File: config.mk
export PLATFORM = sky130hd
export DESIGN_NAME = ofm_requant_pack
export DESIGN_NICKNAME = d
export VERILOG_FILES = /design/src/rtl/ofm_requant_pack.sv
export SDC_FILE = /design/constraint.sdc
export NUM_CORES = 2
export LEC_CHECK = 0
export CAP_MARGIN = 30
export CORE_MARGIN = 5
export CORE_UTILIZATION = 35
export CTS_CLUSTER_DIAMETER = 200
export CTS_CLUSTER_SIZE = 28
export DETAILED_ROUTE_END_ITERATION = 10
export MAX_ROUTING_LAYER = met4
export PLACE_DENSITY = 0.51
export SYNTH_ARGS = -nofsm -noshare
export SYNTH_HDL_FRONTEND = slang
export SYNTH_SLANG_ARGS = --single-unit
File: constraint.sdc
create_clock -name clk -period 11.6 [get_ports clk]
set_input_delay 2.32 -clock clk [delete_from_list [all_inputs] [get_ports clk]]
set_output_delay 2.32 -clock clk [all_outputs]
set_load 0.01 [all_outputs]
File: src/rtl/ofm_requant_pack.sv
// ofm_requant_pack: requantizes per-column conv sums, packs COL lanes into one word, FIFO-buffers them to the OFM writer.
// Optional ReLU clamp is built only when the OFM_REQUANT_RELU_EN macro is defined.
module ofm_requant_pack #(
    parameter int COL         = 8,
    parameter int OFM_WIDTH   = 32,
    parameter int OUT_WIDTH   = 8,
    parameter int SHIFT_WIDTH = 5,
    parameter int WCNT_WIDTH  = 12,
    parameter int FIFO_DEPTH  = 4
) (
    input  logic                          clk,
    input  logic                          rst,
    input  logic                          start_conv,
    input  logic [SHIFT_WIDTH-1:0]        cfg_shift,
    input  logic                          cfg_relu,
    input  logic [WCNT_WIDTH-1:0]         cfg_words,
    input  logic [COL-1:0]                sum_valid,
    input  logic signed [OFM_WIDTH-1:0]   sum [COL],
    input  logic                          ofm_ready,
    output logic                          ofm_valid,
    output logic [COL*OUT_WIDTH-1:0]      ofm_data,
    output logic                          ofm_last,
    output logic                          wb_done,
    output logic                          err_overrun,
    output logic                          err_fifo_ovf,
    output logic                          busy
);

    localparam int AW = $clog2(FIFO_DEPTH);
    localparam int DW = COL * OUT_WIDTH;
    localparam logic signed [OFM_WIDTH:0] SAT_MAX = (OFM_WIDTH+1)'((1 << (OUT_WIDTH - 1)) - 1);
    localparam logic signed [OFM_WIDTH:0] SAT_MIN = ~SAT_MAX;

    logic [SHIFT_WIDTH-1:0]      shift_r;
    logic [WCNT_WIDTH-1:0]       words_r;
    logic                        relu_on;

    logic signed [OFM_WIDTH:0]   rnd;
    logic signed [OFM_WIDTH:0]   acc     [COL];
    logic signed [OFM_WIDTH:0]   shifted [COL];
    logic [OUT_WIDTH-1:0]        q_next  [COL];
    logic [OUT_WIDTH-1:0]        q       [COL];
    logic [COL-1:0]              qv;

    logic [OUT_WIDTH-1:0]        hold    [COL];
    logic [COL-1:0]              full;
    logic                        complete;
    logic [DW-1:0]               packed_word;
    logic                        word_last;
    logic [WCNT_WIDTH-1:0]       wcnt;

    logic [DW:0]                 mem [FIFO_DEPTH];
    logic [AW:0]                 wr_ptr;
    logic [AW:0]                 rd_ptr;
    logic                        fifo_empty;
    logic                        fifo_full;
    logic                        pop;
    logic                        push_ok;
    logic [DW:0]                 head;

    always_ff @(posedge clk) begin
        if (rst) begin
            shift_r <= '0;
            words_r <= '0;
        end else if (start_conv) begin
            shift_r <= cfg_shift;
            words_r <= cfg_words;
        end
    end

`ifdef OFM_REQUANT_RELU_EN
    logic relu_r;

    always_ff @(posedge clk) begin
        if (rst) begin
            relu_r <= 1'b0;
        end else if (start_conv) begin
            relu_r <= cfg_relu;
        end
    end

    assign relu_on = relu_r;
`else
    logic unused_cfg_relu;

    assign unused_cfg_relu = cfg_relu;
    assign relu_on         = 1'b0;
`endif

    // Round half toward +inf: add half an LSB of the shifted result before the arithmetic shift.
    assign rnd = (shift_r == '0) ? '0 : ((OFM_WIDTH+1)'(1) << (shift_r - SHIFT_WIDTH'(1)));

    always_comb begin
        for (int i = 0; i < COL; i++) begin
            acc[i]     = $signed({sum[i][OFM_WIDTH-1], sum[i]}) + rnd;
            shifted[i] = acc[i] >>> shift_r;
            if (relu_on && shifted[i][OFM_WIDTH]) begin
                shifted[i] = '0;
            end
            if (shifted[i] > SAT_MAX) begin
                q_next[i] = SAT_MAX[OUT_WIDTH-1:0];
            end else if (shifted[i] < SAT_MIN) begin
                q_next[i] = SAT_MIN[OUT_WIDTH-1:0];
            end else begin
                q_next[i] = shifted[i][OUT_WIDTH-1:0];
            end
        end
    end

    // Strobes in the start_conv cycle are dropped so a new conv never inherits stale sums.
    always_ff @(posedge clk) begin
        if (rst) begin
            qv <= '0;
            for (int i = 0; i < COL; i++) begin
                q[i] <= '0;
            end
        end else begin
            qv <= start_conv ? '0 : sum_valid;
            for (int i = 0; i < COL; i++) begin
                q[i] <= q_next[i];
            end
        end
    end

    assign complete  = &(full | qv);
    assign word_last = (wcnt == (words_r - WCNT_WIDTH'(1)));

    always_comb begin
        packed_word = '0;
        for (int i = 0; i < COL; i++) begin
            packed_word[i*OUT_WIDTH +: OUT_WIDTH] = qv[i] ? q[i] : hold[i];
        end
    end

    always_ff @(posedge clk) begin
        if (rst) begin
            for (int i = 0; i < COL; i++) begin
                hold[i] <= '0;
            end
        end else begin
            for (int i = 0; i < COL; i++) begin
                if (qv[i]) begin
                    hold[i] <= q[i];
                end
            end
        end
    end

    // A lane strobed while its previous value is still waiting is an overrun; the newer value wins.
    always_ff @(posedge clk) begin
        if (rst || start_conv) begin
            full        <= '0;
            err_overrun <= 1'b0;
        end else begin
            if (complete) begin
                full <= '0;
            end else begin
                full <= full | qv;
                if (|(qv & full)) begin
                    err_overrun <= 1'b1;
                end
            end
        end
    end

    assign fifo_empty = (wr_ptr == rd_ptr);
    assign fifo_full  = (wr_ptr[AW] != rd_ptr[AW]) && (wr_ptr[AW-1:0] == rd_ptr[AW-1:0]);
    assign pop        = ofm_valid && ofm_ready;
    assign push_ok    = complete && (!fifo_full || pop);
    assign head       = mem[rd_ptr[AW-1:0]];

    // The word counter advances even for dropped words so ofm_last stays aligned with the conv.
    always_ff @(posedge clk) begin
        if (rst || start_conv) begin
            wr_ptr       <= '0;
            rd_ptr       <= '0;
            wcnt         <= '0;
            err_fifo_ovf <= 1'b0;
        end else begin
            if (complete) begin
                wcnt <= word_last ? '0 : wcnt + WCNT_WIDTH'(1);
                if (push_ok) begin
                    wr_ptr <= wr_ptr + (AW+1)'(1);
                end else begin
                    err_fifo_ovf <= 1'b1;
                end
            end
            if (pop) begin
                rd_ptr <= rd_ptr + (AW+1)'(1);
            end
        end
    end

    always_ff @(posedge clk) begin
        if (push_ok) begin
            mem[wr_ptr[AW-1:0]] <= {word_last, packed_word};
        end
    end

    always_ff @(posedge clk) begin
        if (rst) begin
            wb_done <= 1'b0;
        end else begin
            wb_done <= pop && head[DW];
        end
    end

    assign ofm_valid = !fifo_empty;
    assign ofm_data  = fifo_empty ? '0 : head[DW-1:0];
    assign ofm_last  = !fifo_empty && head[DW];
    assign busy      = (|full) || (|qv) || !fifo_empty;

endmodule

==> results.cfg <==
[synth]
synth_top_area_share_pct = 16.0
yosysSeqAreaShare_pct = 20.0
yosysWarnings = 0
synth_cell_types = 145
avgSynthCellArea_um2 = 7.72
yosys.area.top_type = edfxtp_1
postSynthCellCount = 7855
ys_ff_latch = 444
synth_edf_count = 324
synthArstFlopShare_pct = 0
netlist_top_cells_area = edfxtp_1 (16%), nand2_1 (4.7%), nor2_1 (4.6%), a21oi_1 (4.1%), dfxtp_1 (4.0%)
netlist_area_um2 = 60600
synthFlopType = edfxtp_1

[pwr]
p_per_area_nw_per_um2 = 77.5
power_switching_share_pct = 45.4
vdd_drop_max_v = 0.000106
p_int_w = 0.00287
p_leak_nw = 25.0
sequentialPowerShare_pct = 34.0
p_sw_w = 0.00239
power.share.combinational_pct = 50.5
pwr-share-clk_pct = 15.5

[clock_network]
numCtsBuffers = 19
cts-resized-gates = 0
cts_max_level = 1
clkSlewWorstSetupHoldPaths_ps = 130
cts_sinks = 444
post_cts_buffers = 0
cts.root.buffer_cell = clkbuf_16
cts_max_path_buffers = 3
cts_tree = yes
hold_buffers = 0
insertion_delay_ps = 570

[critical_path]
critPathRequiredTime_ps = 12060
worstPathArrival_ps = 9800
startpoint = shift_r[3]
end_kind = flop
r2r-end = q[1][30]
reg2regPathDepth = 21
regToRegStartpoint = shift_r[3]
rrSetupSlack_ps = 2260
start_kind = flop
crit_type = flop to flop
critPathMaxFanout = 35

[place]
gp_congestion = 1.11
post-dp-hpwl_um = 320000
numPortBuffers = 354
pre_cts_ws_ps = 2500

[finish]
num-fill-cells = 18000
final_cell_mix = nand2_1 (749), nor2_1 (692), a21oi_1 (501)
area_growth_pct = 11.8
utilization_pct = 39.4
post_route_cells_drive_above_1_share_pct = 10.7
final_common_cell = nand2_1
nNetsFinal = 8325

[sta]
post-route-period-util_pct = 80.5
setup-tns-final_ps = 0
layout_min_cycle_time_ps = 9340
hold_ws_ps = 490
max_freq_mhz = 107
skew_ps = 45.5
drv_slew = 0
setup_slack_ps = 2260
finalSetupViolations = 0
worst_pin_slew_ps = 1220
grt_setup_unrepaired = no
hold_violations = 0
slew_headroom_pct = 18.6

[detailed_routing]
drc = 0
wl_per_cell_um = 40.5
vias = 72300
detail-route-antenna-nets = 0
dr.pass1.iters = 7
via_per_inst = 7.06
drt_iter0_drc = 11100
drt-total-wl_um = 415000

[job]
maxCapViolCount = 0

[floorplanning]
initial_core_util_pct = 35.3
num_rows = 152
io_pins = 356
die_h_um = 426
die_area_um2 = 182000
fp.dieW_um = 426
coreArea_um2 = 172000

[worst_hold_path]
hold_path_end = err_overrun
hold_path_depth = 2
min_from = err_overrun
hp-class = flop to flop

[grt]
overflow = 0
antenna_found_initial = 39
grt_pass1_vias = 65800
grt_first_pass_wirelength_um = 558000
grt_use_total_pct = 44.7
grt_max_degree = 118

[run_status]
status = finished clean
## registers in the layout (all words and copies together), names as in the netlist, named ones only
name and flops:
err_fifo_ovf 1, err_overrun 1, full 8, hold 64, mem 260, q 64
qv 8, rd_ptr 3, shift_r 5, wb_done 1, wcnt 12, words_r 12
wr_ptr 3
## worst max-delay path by stage
stage | to | slack [ps]
final | q[1][30] | 2260
after detailed placement | q[1][30] | 2500
after global routing | q[1][21] | 2360
after CTS | q[1][30] | 2810
after floorplan | q[1][24] | 3510
after global placement | q[1][24] | 2390
## stage by stage
stage	cell area, um^2	total power [W]	instances
6_report	67800	0.00525	10200
5_1_grt	67800	0.00536	10200
4_1_cts	67700	0.00512	10200
3_5_place_dp	67100	0.00431	10200
3_3_place_gp	66800	0.00431	10100
2_1_floorplan	60700	0.00319	7862
## Yosys cell counts, types with 39 or more instances
master	number
a31o_2	44
mux2i_1	228
o21ai_0	447
or3_1	55
nand4_1	111
o221ai_1	59
nand2_1	757
or2_2	64
o22ai_1	85
a211oi_1	154
a2111oi_0	39
a211o_1	44
buf_1	88
xnor2_1	242
and2_1	116
ha_1	161
edfxtp_1	324
nand3_1	216
a31oi_1	147
o21a_1	76
nor3_1	211
a221oi_1	79
xor2_1	85
mux2_2	78
o2111ai_1	56
nor4_1	78
buf_2	84
a21o_1	169
dfxtp_1	120
clkbuf_1	443
o211ai_1	124
nor2b_1	120
mux4_2	97
nor2_1	746
a22oi_1	59
a21oi_1	501
o31ai_1	64
inv_1	158
and3_1	101
## cells by family (layout without fill, tap and decap cells)
family / count (synthesis) / in the layout / synth area share (%)
multiplexers: 405 / 405 / 8.85
flip-flops: 444 / 444 / 20.0
other: 1 / 55 / 0.00618
AO/OA/AOI/OAI: 2786 / 2786 / 33.0
buffers and inverters: 816 / 845 / 5.61
adder cells (fa/ha/maj): 201 / 201 / 3.99
XOR/XNOR: 333 / 333 / 4.88
AND/OR/NAND/NOR: 2869 / 2869 / 23.7
## final cells by class
cell class                 instances  area [um^2]  share of cell area, %
tap                             2310         2890                   4.26
inverter                         161          629                  0.928
clock inverter                     2         38.8                 0.0572
clock buffer                      32          524                  0.773
multi-input combinational       6602        45500                   67.1
timing repair buffer             650         5960                   8.78
sequential                       444        12200                   17.9
antenna                           47          118                  0.173
## power groups by stage
| stage | Clock [W] | Sequential [W] | Combinational, W |
|---|---|---|---|
| finish | 0.000817 | 0.00178 | 0.00265 |
| global route | 0.000891 | 0.00179 | 0.00268 |
| CTS | 0.000842 | 0.00178 | 0.00250 |
| detailed placement | 0 | 0.00182 | 0.00249 |
| global placement | 0 | 0.00182 | 0.00249 |
| floorplan | 0 | 0.00179 | 0.00140 |
## per-layer routing
layer / GRT usage (%) / up-vias / part of all wire (%)
li1: - / 30500 / -
met1: 56.1 / 35300 / 40
met2: 60.9 / 5272 / 39
met3: 12.0 / 1282 / 11
met4: 33.3 / 0 / 9.6
met5: - / - / 0
## critical path, cell delays in order, from the launching register on
cell and delay, ps:
dfxtp_4 520, buf_4 390, nor2_4 140, buf_4 520, nand2_1 220, nor2_4 800, buf_4 370, ha_1 380
and3_1 310, a31oi_1 230, o221ai_1 330, a2111oi_0 990, buf_4 280, or2_1 340, o311ai_0 450, o22ai_1 790
mux2i_1 260, o21ai_0 470, nand4b_1 190, o41ai_1 490, a41oi_2 310, a21oi_1 310
Power figures use the tool's default switching activity.
